[src/rtl/vga_timing_gen.sv]
// VGA raster timing generator: free-running pixel/line counters, active-low syncs,
// visible-window flag, plus per-pixel and per-frame strobes and a frame counter.
module vga_timing_gen #(
    parameter int CLK_DIV        = 4,
    parameter int H_TOTAL        = 800,
    parameter int H_SYNC         = 96,
    parameter int H_BRIGHT_START = 144,
    parameter int H_BRIGHT_END   = 784,
    parameter int V_TOTAL        = 525,
    parameter int V_SYNC         = 2,
    parameter int V_BRIGHT_START = 35,
    parameter int V_BRIGHT_END   = 515
) (
    input  logic       clk,
    input  logic       rst,
    output logic [9:0] hCount,
    output logic [9:0] vCount,
    output logic       hSync,
    output logic       vSync,
    output logic       bright,
    output logic       pix_en,
    output logic       frame_start,
    output logic [7:0] frame_count
);

    localparam logic [3:0] DIV_LAST = 4'(CLK_DIV - 1);
    localparam logic [9:0] H_LAST   = 10'(H_TOTAL - 1);
    localparam logic [9:0] V_LAST   = 10'(V_TOTAL - 1);
    localparam logic [9:0] H_SYNC_W = 10'(H_SYNC);
    localparam logic [9:0] V_SYNC_W = 10'(V_SYNC);
    localparam logic [9:0] H_BR_LO  = 10'(H_BRIGHT_START);
    localparam logic [9:0] H_BR_HI  = 10'(H_BRIGHT_END);
    localparam logic [9:0] V_BR_LO  = 10'(V_BRIGHT_START);
    localparam logic [9:0] V_BR_HI  = 10'(V_BRIGHT_END);

    logic [3:0] div;
    logic       advance;
    logic       h_wrap;
    logic       v_wrap;
    logic [9:0] h_next;
    logic [9:0] v_next;

    // Next-state counters; the sync/bright decode uses these so they switch
    // on the same edge as the counters themselves.
    always_comb begin
        advance = (div == DIV_LAST);
        h_wrap  = (hCount == H_LAST);
        v_wrap  = (vCount == V_LAST);
        h_next  = hCount;
        v_next  = vCount;
        if (advance) begin
            if (h_wrap) begin
                h_next = 10'd0;
                v_next = v_wrap ? 10'd0 : vCount + 10'd1;
            end else begin
                h_next = hCount + 10'd1;
            end
        end
    end

    always_ff @(posedge clk or posedge rst) begin
        if (rst) begin
            div         <= 4'd0;
            hCount      <= 10'd0;
            vCount      <= 10'd0;
            hSync       <= 1'b0;
            vSync       <= 1'b0;
            bright      <= 1'b0;
            pix_en      <= 1'b0;
            frame_start <= 1'b0;
            frame_count <= 8'd0;
        end else begin
            div         <= advance ? 4'd0 : div + 4'd1;
            hCount      <= h_next;
            vCount      <= v_next;
            hSync       <= !(h_next < H_SYNC_W);
            vSync       <= !(v_next < V_SYNC_W);
            bright      <= (h_next >= H_BR_LO) && (h_next < H_BR_HI) &&
                           (v_next >= V_BR_LO) && (v_next < V_BR_HI);
            pix_en      <= advance;
            frame_start <= advance && h_wrap && v_wrap;
            if (advance && h_wrap && v_wrap) begin
                frame_count <= frame_count + 8'd1;
            end
        end
    end

endmodule

[config.mk]
export PLATFORM = sky130hd
export DESIGN_NAME = vga_timing_gen
export DESIGN_NICKNAME = d
export VERILOG_FILES = /design/src/rtl/vga_timing_gen.sv
export SDC_FILE = /design/constraint.sdc
export NUM_CORES = 1
export LEC_CHECK = 0
export ABC_AREA = 1
export BUFFER_PORTS_ARGS = -buffer_cell sky130_fd_sc_hd__buf_2
export CAP_MARGIN = 20
export CELL_PAD_IN_SITES_DETAIL_PLACEMENT = 1
export CELL_PAD_IN_SITES_GLOBAL_PLACEMENT = 2
export CORE_ASPECT_RATIO = 2
export CORE_MARGIN = 8
export CORE_UTILIZATION = 34
export CTS_CLUSTER_DIAMETER = 50
export DETAILED_ROUTE_END_ITERATION = 10
export PLACE_DENSITY_LB_ADDON = 0.08
export SLEW_MARGIN = 20
export SYNTH_ARGS = -nofsm -noshare
export SYNTH_HDL_FRONTEND = slang
export SYNTH_SLANG_ARGS = --single-unit
[constraint.sdc]
create_clock -name clk -period 2.7 [get_ports clk]
set_input_delay 0.405 -clock clk [delete_from_list [all_inputs] [get_ports clk]]
set_output_delay 0.405 -clock clk [all_outputs]
set_load 0.02 [all_outputs]
# ---- After elaboration in Yosys (flattened, before gate mapping)
# Index checks and enable logic that the tools add are counted.
dict set report classes {
  add_sub_neg 4
  mul 0
  n_div 0
  order_cmp 6
  n_eq_ne 3
  shifts 0
  muxes 6
  bitwise 0
  n_reduce_logical 7
}
# cell n
set op_table {}
lappend op_table {{$mux W10} 5}
lappend op_table {{$add A10 B1 Y10 const B} 2}
lappend op_table {{$eq A10 B10 Y1 const B} 2}
lappend op_table {{$lt A10 B10 Y1 const B} 2}
lappend op_table {{$ge A10 B6 Y1 const B} 1}
lappend op_table {{$ge A10 B8 Y1 const B} 1}
lappend op_table {{$lt A10 B2 Y1 const B} 1}
lappend op_table {{$lt A10 B7 Y1 const B} 1}
lappend op_table {{$add A8 B1 Y8 const B} 1}
lappend op_table {{$logic_and A1 B1 Y1} 5}
lappend op_table {{$add A4 B1 Y4 const B} 1}
lappend op_table {{$eq A4 B2 Y1 const B} 1}
lappend op_table {{$mux W4} 1}
lappend op_table {{$logic_not A1 Y1} 2}
dict set report totals {
  ff_bits 37
  latchBits 0
  mem_bits_rw 0
  rom_bits 0
  word_cells 35
  mem_count 0
}

# ---- Depth between registers and ports, before layout
# Gate-level depths: netlist (run 1).
dict set report logic_depth {
  word_depth 7
  depth_mapped 15
}

# ---- Worst setup path before layout (run 1)
# Ideal clock, no wire load.
dict set report synth_path {
  kind {reg-to-reg}
  startpoint {register hCount[0]}
  endpoint {register frame_count[7]}
  setup_time_ps 128
  arrival_ps 1880
  required_ps 2572
  setup_slack_ps 691
  stages_incl_launch_ff 11
  n_path_buf 1
  synth_period_minus_slack_ps 2009
  cell_sequence {dfrtp_1 ha_1 nand2_2 nor2_4 nand3_4 nor2_4 buf_6 nand2_2 nor3_2 nand3_1 xnor2_1}
}
dict set report synth_between {
  elab_chain_cells 3
}
# element line
set synth_rtl {}
lappend synth_rtl {{from (decl)} 16} ;# output logic [9:0] hCount,
lappend synth_rtl {{from (signal assigned)} 74} ;# hCount <= h_next;
lappend synth_rtl {{$eq A10 B10 Y1} 47} ;# h_wrap = (hCount == H_LAST);
lappend synth_rtl {{$logic_and A1 B1 Y1 (2 in series)} 82} ;# if (advance && h_wrap && v_wrap) begin
lappend synth_rtl {{to (signal assigned)} 83} ;# frame_count <= frame_count + 8'd1;
lappend synth_rtl {{to (decl)} 23} ;# output logic [7:0] frame_count
# Every way passes these cells.
# A chain may end at the register's enable or synchronous reset.

# ---- Worst setup path after layout (run 1)
dict set report layout_path {
  startpoint {register hCount[0]}
  endpoint {register bright}
}
dict set report layout_between {
  elab_chain_cells 7
  word_cells_on_any_way 13
  cone_classes {add/sub (1); order compare (4); eq/ne (1); mux (4); reduce/logical (3)}
}
# element line
set layout_rtl {}
lappend layout_rtl {{$add A10 B1 Y10 or $eq A10 B10 Y1 (tied branches)} {56, 47}}
lappend layout_rtl {{$mux W10} 52} ;# if (h_wrap) begin
lappend layout_rtl {{$mux W10} 51} ;# if (advance) begin
lappend layout_rtl {{$ge A10 B8 Y1 or $lt A10 B10 Y1 (tied branches)} 78} ;# bright <= (h_next >= H_BR_LO) && (h_next < H_BR_HI) &&
lappend layout_rtl {{$logic_and A1 B1 Y1 (2 in series)} 78}
lappend layout_rtl {{$logic_and A1 B1 Y1 (*)} 79} ;# (v_next >= V_BR_LO) && (v_next < V_BR_HI);
lappend layout_rtl {{to (signal assigned)} 78}
lappend layout_rtl {{to (decl)} 20} ;# output logic bright,
# Mark *: on every way between the ends. The rest lies on a longest branch, timed or not.

==> results.sh, run 1 <==
export IMPL_outcome="complete, no violations"
export IMPL_synth_top_cells_by_area="dfrtp_1 (45%), nand2_1 (13%), inv_1 (9.1%)"
export IMPL_multi_input_area_um2=930
export IMPL_synth_area_um2=2070
export IMPL_yosysTopAreaCell="dfrtp_1"
export IMPL_die_area_um2=9000
export IMPL_setup_viol=0
export IMPL_htreeDepth=2
export IMPL_syn_to_final_growth_pct=19.2
export IMPL_regArea_um2=926
export IMPL_cts_buffer_depth=2
export IMPL_finalMaxSlewViolations=0
export IMPL_layout_commonest_cell="nand2_1"
export IMPL_ys_ff_latch=37
export IMPL_rr_worst_depth=12
export IMPL_core_um2=5960
export IMPL_root_buffer="clkbuf_16"
export IMPL_leakagePower_nw=1.48
export IMPL_fin_crit_ns=2.26
export IMPL_reg2reg_from="hCount[0]"
export IMPL_diodes=0
export IMPL_initial_core_util_pct=34.8
export IMPL_setup_tns_ns=0
export IMPL_max_slew_margin_pct=66.6
export IMPL_hold_viol_final=0
export IMPL_critPathLaunchType="flop"
export IMPL_top_level_ports=35
export IMPL_globalplace_congestion=0.784
export IMPL_arrival_ns=2.43
export IMPL_placed_area_um2=2320
export IMPL_dp_hpwl_um=5160
export IMPL_synthesis_nets=281
export IMPL_cp_cell_sequence="ha_1 -> nand2_2 -> nor2_4 -> nand3_4 -> nor2_4 -> nand2_2 -> nand3_1 -> nand2_1 -> nor2_1 -> nand2_1 -> nand2_1 -> nor2_1"
export IMPL_grt_max_degree=38
export IMPL_rrSetupSlack_ns=0.44
export IMPL_numCtsBuffers=5
export IMPL_crit_required_ns=2.88
export IMPL_die_y_um=126
export IMPL_cp_end_kind="flop"
export IMPL_grt_pass1_wl_um=10700
export IMPL_post_cts_repair_setup_buffers=0
export IMPL_post_route_period_util_pct=83.5
export IMPL_synth_cell_type_count=27
export IMPL_track_usage_pct=15.5
export IMPL_syn_inst=274
export IMPL_slowest_stage="dfrtp_1"
export IMPL_critPathKind="reg2reg"
export IMPL_drt_initial_drc_count=70
export IMPL_async_flop_share_pct=100
export IMPL_final_nets=322
export IMPL_yosys_warnings=0
export IMPL_worstPathMaxFanout=11
export IMPL_design_area_um2=2470
export IMPL_fin_ws_ns=0.444
export IMPL_synth_top_area_share_pct=44.7
export IMPL_finClkSkew_ns=0.00465
export IMPL_ctsResizeCount=0
export IMPL_fin_util_pct=41.4
export IMPL_crit_path_max_incr_delay_ns=0.42
export IMPL_p_per_area_nw_per_um2=468
export IMPL_ant_nets=0
export IMPL_wl_um=6360
export IMPL_worst_pin_slew_ns=0.501
export IMPL_synth_ff_type="dfrtp_1"
export IMPL_grt_antenna_before_repair=0
export IMPL_wl_per_cell_um=16.8
export IMPL_ys_seq_area_share_pct=44.7
export IMPL_ir_drop_uv=295
export IMPL_cts_tree="yes"
export IMPL_cp_num_buf_inv=0
export IMPL_remaining_drc_errors=0
export IMPL_path_clk_slew_ns=0.06
export IMPL_cap_viol_max_count=0
export IMPL_cts_hold_buf=0
export IMPL_rsz0062_at_grt="false"
export IMPL_overflow=0
export IMPL_port_buffers=34
export IMPL_viasPerCell=4.97
export IMPL_rows=40
export IMPL_syn_area_per_cell_um2=7.56
export IMPL_place_ws_ns=0.367
export IMPL_dieWidth_um=71.2
export IMPL_vias=1878
export IMPL_insertion_delay_ns=0.28
export IMPL_max_freq_mhz=443
export IMPL_layout_common_cells="nand2_1 (69), inv_1 (50), dfrtp_1 (37)"
export IMPL_worst_hold_path_type="in2async"
export IMPL_critPathLaunch="hCount[0]"
export IMPL_drt_pass1_iterations=4
export IMPL_synth_edff_count=0
export IMPL_drive_above_1_share_pct=18.7
export IMPL_grt_pass1_vias=2174
export IMPL_r2r_end="bright"
export IMPL_clock_sinks=37
export IMPL_fill_cells=765
export IMPL_path_delay_family="simple AND/OR/NAND/NOR gates"
export IMPL_worst_path_most_repeated_cell="nand2_1"
==> area by class of cell <==
cell class | count | share of cell area (%)
well taps | 63 | 3.19
repair buffers | 37 | 7.81
clock inverters | 1 | 0.304
multi-input cells | 182 | 37.7
inverters | 52 | 7.91
flip-flops and latches | 37 | 37.5
clock buffers | 6 | 5.63
==> layer usage <==
metal,track usage [%],routed length [um],share of wire [%]
met5,0,0,0
met4,8.41,213,3.3
met3,3.31,228,3.6
met1,13.1,2110,33
met2,31.2,3810,60
==> how the worst max path moves through the flow <==
stage | to | depth (start not counted)
finish | bright | 12
global route | bright | 12
CTS | bright | 12
detailed placement | vSync | 10
global placement | vSync | 10
floorplan | frame_count[7] | 10
==> sequential cells by signal (all words and copies together) (netlist names), 4 cells and up <==
name         cells
vCount          10
div              4
hCount          10
frame_count      8
==> worst min-delay path, delay by kind of cell <==
family	cells	cell delay (ns)
buffers and inverters	3	0.55
==> cells in the mapped netlist, types with 2 or more instances <==
library cell and n:
nand2_1 69, inv_1 50, dfrtp_1 37, nand3_1 34, nor2_1 26, nand4_1 12, ha_1 5, xnor2_1 5
nor2_2 4, a21oi_1 3, nand2_2 3, nor2_4 3, nor3_1 3, o21ai_1 3, xor2_1 3, inv_2 2
o21ai_0 2
==> cell families after synthesis <==
| kind of cell | Yosys count | share of synthesized area (%) |
|---|---|---|
| adders and majority gates | 5 | 3.02 |
| DFF | 37 | 44.7 |
| AOI/OAI and AO/OA | 10 | 2.72 |
| and+or+nand+nor | 159 | 35.8 |
| xor gates and xnor gates | 8 | 3.38 |
| buffers and inverters | 55 | 10.4 |
==> where the power goes <==
| group | internal [W] | switching, W | leakage, nW | total, W |
|---|---|---|---|---|
| Sequential | 0.000555 | 0 | 0.503 | 0.000555 |
| Combinational | 0.00000157 | 0.0000113 | 0.905 | 0.0000129 |
| Clock | 0.000362 | 0.000227 | 0.0690 | 0.000589 |
| Total | 0.000918 | 0.000238 | 1.48 | 0.00116 |
==> stage by stage <==
step           total power [W]  cells  hold slack [ns]
6_report               0.00116    378            0.230
5_1_grt                0.00119    378            0.295
4_1_cts                0.00117    378            0.258
3_5_place_dp          0.000579    371            0.461
3_3_place_gp          0.000578    371            0.447
2_1_floorplan         0.000573    274            0.433
Note: power is estimated with default switching activity, not from simulation.
==> run 2, diff against run 1 <==
- ABC_AREA: 1 -> 0
- CORE_UTILIZATION: 34 -> 31
- clock period: 2.7 -> 2 ns (I/O delays scaled with it)
==> results.sh, run 2 <==
export IMPL_fin_cells=350
export IMPL_crit_required_ns=2.14
export IMPL_max_slew_margin_pct=67.2
export IMPL_dieWidth_um=71.6
export IMPL_diodes=0
export IMPL_fin_ws_ns=-0.230
export IMPL_p_per_area_nw_per_um2=542
export IMPL_clock_sinks=37
export IMPL_busiest_layer="met2"
export IMPL_dp_cells=321
export IMPL_design_area_um2=2930
export IMPL_numCtsBuffers=5
export IMPL_grt_util_met3_pct=3.06
export IMPL_insertion_delay_ns=0.28
export IMPL_layout_common_cells="buf_4 (68), buf_2 (34), dfrtp_1 (32)"
export IMPL_synth_ff_type="dfrtp_1"
export IMPL_grt_pass1_vias=2080
export IMPL_fill_cells=703
export IMPL_rr_worst_depth=5
export IMPL_critPathLaunchType="flop"
export IMPL_worstPathMaxFanout=4
export IMPL_violations="setup timing"
export IMPL_async_flop_share_pct=100
export IMPL_wl_um=6160
export IMPL_finClkSkew_ns=0.00370
export IMPL_drt_pass1_iterations=3
export IMPL_grt_util_met2_pct=27.5
export IMPL_rsz0062_at_grt="true"
export IMPL_hold_viol_final=0
export IMPL_synth_top_cells_by_area="dfrtp_1 (48%), xnor2_1 (6.4%), ha_1 (3.3%)"
export IMPL_outcome="complete, but fails checks"
export IMPL_syn_to_final_growth_pct=52.9
export IMPL_synth_common_cells="dfrtp_1 (37), nand2_1 (16), xnor2_1 (14)"
export IMPL_clkPwrFrac_pct=51.8
export IMPL_post_route_period_util_pct=112
export IMPL_globalplace_congestion=0.789
export IMPL_arrival_ns=2.37
export IMPL_setup_viol=9
export IMPL_remaining_drc_errors=0
export IMPL_root_buffer="clkbuf_16"
export IMPL_cts_hold_buf=0
export IMPL_viasPerCell=5.12
export IMPL_track_usage_pct=14.1
export IMPL_ir_drop_uv=496
export IMPL_ant_nets=0
export IMPL_top_level_ports=35
export IMPL_overflow=0
export IMPL_synth_edff_count=0
export IMPL_worst_pin_slew_ns=0.492
export IMPL_worst_hold_path_type="in2async"
export IMPL_r2r_end="vSync"
export IMPL_p_sw_w=0.000312
export IMPL_synth_cell_type_count=47
export IMPL_cap_viol_max_count=0
export IMPL_die_area_um2=9120
export IMPL_yosysTopAreaCell="dfrtp_1"
export IMPL_critPathKind="reg2reg"
export IMPL_seqPwrFrac_pct=47.1
export IMPL_reg_top3="hCount x10, vCount x10, frame_count x8"
export IMPL_grt_pass1_wl_um=10100
export IMPL_regArea_um2=932
export IMPL_die_y_um=127
export IMPL_fin_crit_ns=2.23
export IMPL_rows=40
export IMPL_reg2reg_from="vCount[5]"
export IMPL_vias=1791
export IMPL_intPower_w=0.00128
export IMPL_placed_area_um2=2490
export IMPL_htreeDepth=2
export IMPL_final_nets=293
export IMPL_max_freq_mhz=448
export IMPL_port_buffers=34
export IMPL_ys_ff_latch=37
export IMPL_drive_above_1_share_pct=52.6
export IMPL_yosys_warnings=0
export IMPL_initial_core_util_pct=32.0
export IMPL_synth_most_common_cell="dfrtp_1"
export IMPL_drt_initial_drc_count=38
export IMPL_layout_commonest_cell="buf_4"
export IMPL_wl_per_cell_um=17.6
export IMPL_syn_inst=181
export IMPL_grt_max_degree=38
export IMPL_rrSetupSlack_ns=-0.23
export IMPL_grtUsageMet1_pct=12.7
export IMPL_synth_area_um2=1920
export IMPL_combPwrFrac_pct=1.1
export IMPL_ys_seq_area_share_pct=48.2
export IMPL_cp_end_kind="flop"
export IMPL_cts_tree="yes"
export IMPL_syn_area_per_cell_um2=10.6
export IMPL_synth_top_area_share_pct=48.2
export IMPL_finalMaxSlewViolations=0
export IMPL_swShare_pct=19.6
export IMPL_grt_antenna_before_repair=0
export IMPL_core_um2=6010
export IMPL_leakagePower_nw=1.50
export IMPL_multi_input_area_um2=1060
export IMPL_dp_hpwl_um=4450
export IMPL_cts_buffer_depth=2
export IMPL_synthesis_nets=188
export IMPL_path_clk_slew_ns=0.06
## run 2: cell count changes in the layout (fill, tap and decap cells not counted), sizes merged, moves of 4 or more
cell	previous run	this run
nor2	33	13
nand4	12	8
inv	52	6
and3	1	5
o21ai	5	10
nand3	35	8
and2	1	5
nand2	72	17
buf	37	102
xnor2	5	14
and4	0	7
## run 2: final cells by class
type | count | area share [%]
Sequential cell | 37 | 31.8
Multi-Input combinational cell | 134 | 36.2
Inverter | 6 | 0.768
Timing Repair Buffer | 102 | 23.2
Clock inverter | 1 | 0.171
Tap cell | 63 | 2.69
Clock buffer | 7 | 5.20
## run 2: per-stage QoR
stage / TNS, ns / hold WS [ns] / utilization, % / setup WS, ns / power (W)
3_3_place_gp: -0.653 / 0.436 / 41.5 / -0.150 / 0.000780
5_1_grt: -2.12 / 0.192 / 48.9 / -0.316 / 0.00165
6_report: -1.09 / 0.124 / 48.9 / -0.230 / 0.00159
4_1_cts: -0.532 / 0.144 / 46.9 / -0.127 / 0.00162
3_5_place_dp: -0.976 / 0.447 / 41.5 / -0.221 / 0.000781
2_1_floorplan: -0.480 / 0.432 / - / -0.160 / 0.000773
## run 2: worst max-delay path by stage
stage / from / endpoint / slack, ns / depth (start not counted)
detailed placement: vCount[5] / vSync / -0.22 / 7
CTS: vCount[1] / vSync / -0.13 / 13
finish: vCount[5] / vSync / -0.23 / 5
global route: vCount[4] / vSync / -0.32 / 5
floorplan: vCount[4] / bright / -0.16 / 8
global placement: hCount[7] / bright / -0.15 / 7
## run 2: worst max-delay path, cell delays in order (launching register included)
cell	delay (ns)
dfrtp_2	0.40
or3_4	0.39
nor4_4	0.41
a31oi_1	0.09
o22a_1	0.26
or4_1	0.55
## run 2: power by group through the flow
stage / Sequential, W / Combinational (W) / Clock (W)
after floorplan: 0.000762 / 0.0000110 / 0
after global placement: 0.000762 / 0.0000182 / 0
after detailed placement: 0.000762 / 0.0000187 / 0
after CTS: 0.000749 / 0.0000189 / 0.000850
after global routing: 0.000748 / 0.0000213 / 0.000878
final: 0.000749 / 0.0000172 / 0.000825
## run 2: cell families after synthesis
kind of cell / count (synthesis) / synth area share, %
buf+inv: 10 / 3.19
xor+xnor: 19 / 8.67
flops: 37 / 48.2
fa+ha+maj: 5 / 3.26
compound gates: 27 / 9.19
simple gates: 79 / 25.2
mux: 4 / 2.22
## run 2: routing by layer
| layer | vias to the layer above | share of wire [%] |
|---|---|---|
| met4 | 0 | 2.1 |
| met2 | 30 | 60 |
| met5 | - | 0 |
| met1 | 896 | 35 |
| met3 | 9 | 2.7 |
| li1 | 856 | - |
## run 2: timing repair
action                                  4_1_cts  5_1_grt
buffers inserted                             15        6
endpoints found under the setup margin       10       11
pin swaps                                     7        7
gates resized for setup                      14       15
==> run 3, diff against run 2 <==
- RECOVER_POWER: default -> 100
==> results.sh, run 3 (synthesized netlist as in run 2, its figures left out) <==
export IMPL_grt_max_degree=38
export IMPL_dr_wl_met2_um=3680
export IMPL_worstPathMaxFanout=4
export IMPL_rrSetupSlack_ns=-0.23
export IMPL_fin_ws_ns=-0.231
export IMPL_cap_viol_max_count=0
export IMPL_max_freq_mhz=448
export IMPL_grt_antenna_before_repair=0
export IMPL_dr_wl_met3_um=183
export IMPL_layout_commonest_cell="buf_4"
export IMPL_r2r_end="vSync"
export IMPL_setup_viol=10
export IMPL_initial_core_util_pct=32.0
export IMPL_ant_nets=0
export IMPL_violations="setup timing"
export IMPL_rr_worst_depth=5
export IMPL_drt_initial_drc_count=31
export IMPL_numCtsBuffers=5
export IMPL_top_layer_used="met4"
export IMPL_rsz0062_at_grt="true"
export IMPL_post_route_period_util_pct=112
export IMPL_ir_drop_uv=494
export IMPL_worst_hold_path_type="in2async"
export IMPL_cp_end_kind="flop"
export IMPL_track_usage_pct=14.1
export IMPL_finClkSkew_ns=0.00496
export IMPL_place_ws_ns=-0.221
export IMPL_worst_pin_slew_ns=0.954
export IMPL_layout_common_cells="buf_4 (63), clkbuf_1 (35), dfrtp_1 (32)"
export IMPL_clock_sinks=37
export IMPL_dieWidth_um=71.6
export IMPL_port_buffers=34
export IMPL_cts_hold_buf=0
export IMPL_outcome="complete, but fails checks"
export IMPL_critPathLaunchType="flop"
export IMPL_cts_buffer_depth=2
export IMPL_vias=1801
export IMPL_wl_per_cell_um=17.6
export IMPL_dp_hpwl_um=4450
export IMPL_critPathLaunch="vCount[5]"
export IMPL_grt_pass1_vias=2080
export IMPL_core_um2=6010
export IMPL_reg_top3="hCount x10, vCount x10, frame_count x8"
export IMPL_critPathKind="reg2reg"
export IMPL_leakagePower_nw=1.36
export IMPL_fin_crit_ns=2.23
export IMPL_hold_viol_final=0
export IMPL_drive_above_1_share_pct=39.4
export IMPL_overflow=0
export IMPL_wl_um=6160
export IMPL_viasPerCell=5.15
export IMPL_root_buffer="clkbuf_16"
export IMPL_cts_tree="yes"
export IMPL_drt_pass1_iterations=2
export IMPL_globalplace_congestion=0.789
export IMPL_diodes=0
export IMPL_insertion_delay_ns=0.28
export IMPL_remaining_drc_errors=0
export IMPL_finalMaxSlewViolations=0
export IMPL_rows=40
export IMPL_htreeDepth=2
export IMPL_arrival_ns=2.37
export IMPL_crit_required_ns=2.14
export IMPL_m1WireLength_um=2150
export IMPL_die_area_um2=9120
export IMPL_reg2reg_from="vCount[5]"
export IMPL_p_per_area_nw_per_um2=555
export IMPL_path_clk_slew_ns=0.06
export IMPL_die_y_um=127
export IMPL_fin_total_pwr_w=0.00159
export IMPL_syn_to_final_growth_pct=48.8
export IMPL_grt_pass1_wl_um=10100
export IMPL_top_level_ports=35
export IMPL_max_slew_margin_pct=36.4
export IMPL_final_nets=293
==> run 3: cell types whose count changed in the layout (fill, tap and decap cells not counted), sizes merged <==
cell | previous run | this run
clkbuf | 7 | 44
buf | 102 | 65
==> run 3: timing repair <==
item / CTS / global route
setup endpoints to repair: 10 / 11
pin swaps: 7 / 7
resized for setup: 14 / 15
buffers inserted: 15 / 6
==> run 3: layout make-up <==
| type | count | area (um^2) |
|---|---|---|
| clock buffers | 7 | 153 |
| clock inverters | 1 | 5.00 |
| fillers | 716 | 3150 |
| inverters | 6 | 22.5 |
| multi-input cells | 134 | 1040 |
| flip-flops and latches | 37 | 932 |
| well taps | 63 | 78.8 |
| repair buffers | 102 | 627 |
==> run 3: metrics by stage <==
step | hold slack, ns | TNS, ns | utilization (%) | instances | instance area (um^2)
5_1_grt | 0.417 | -2.30 | 47.6 | 350 | 2860
3_5_place_dp | 0.447 | -0.976 | 41.5 | 321 | 2490
2_1_floorplan | 0.432 | -0.480 | - | 181 | 1930
3_3_place_gp | 0.436 | -0.653 | 41.5 | 321 | 2490
4_1_cts | 0.144 | -0.532 | 46.9 | 344 | 2820
6_report | 0.305 | -1.15 | 47.6 | 350 | 2860
==> run 3: worst max path at each step <==
stage             end  slack (ns)  depth (start not counted)
6_report        vSync       -0.23                          5
5_1_grt         vSync       -0.32                          5
4_1_cts         vSync       -0.13                         13
3_5_place_dp    vSync       -0.22                          7
3_3_place_gp   bright       -0.15                          7
2_1_floorplan  bright       -0.16                          8
==> run 3: worst max-delay path, stage by stage (launching register included) <==
cell,delay [ns]
dfrtp_2,0.40
or3_4,0.39
nor4_4,0.41
a31oi_1,0.09
o22a_1,0.26
or4_1,0.55
==> run 3: layer usage <==
layer / track usage, % / vias to the layer above
li1: - / 859
met1: 12.7 / 899
met2: 27.5 / 32
met3: 3.06 / 11
met4: 6.91 / 0
met5: 0 / -
==> run 3: report_power, final <==
part	switching, W	internal [W]	total, W
Sequential	0	0.000749	0.000749
Combinational	0.0000150	0.00000144	0.0000165
Clock	0.000294	0.000527	0.000821
Total	0.000309	0.00128	0.00159
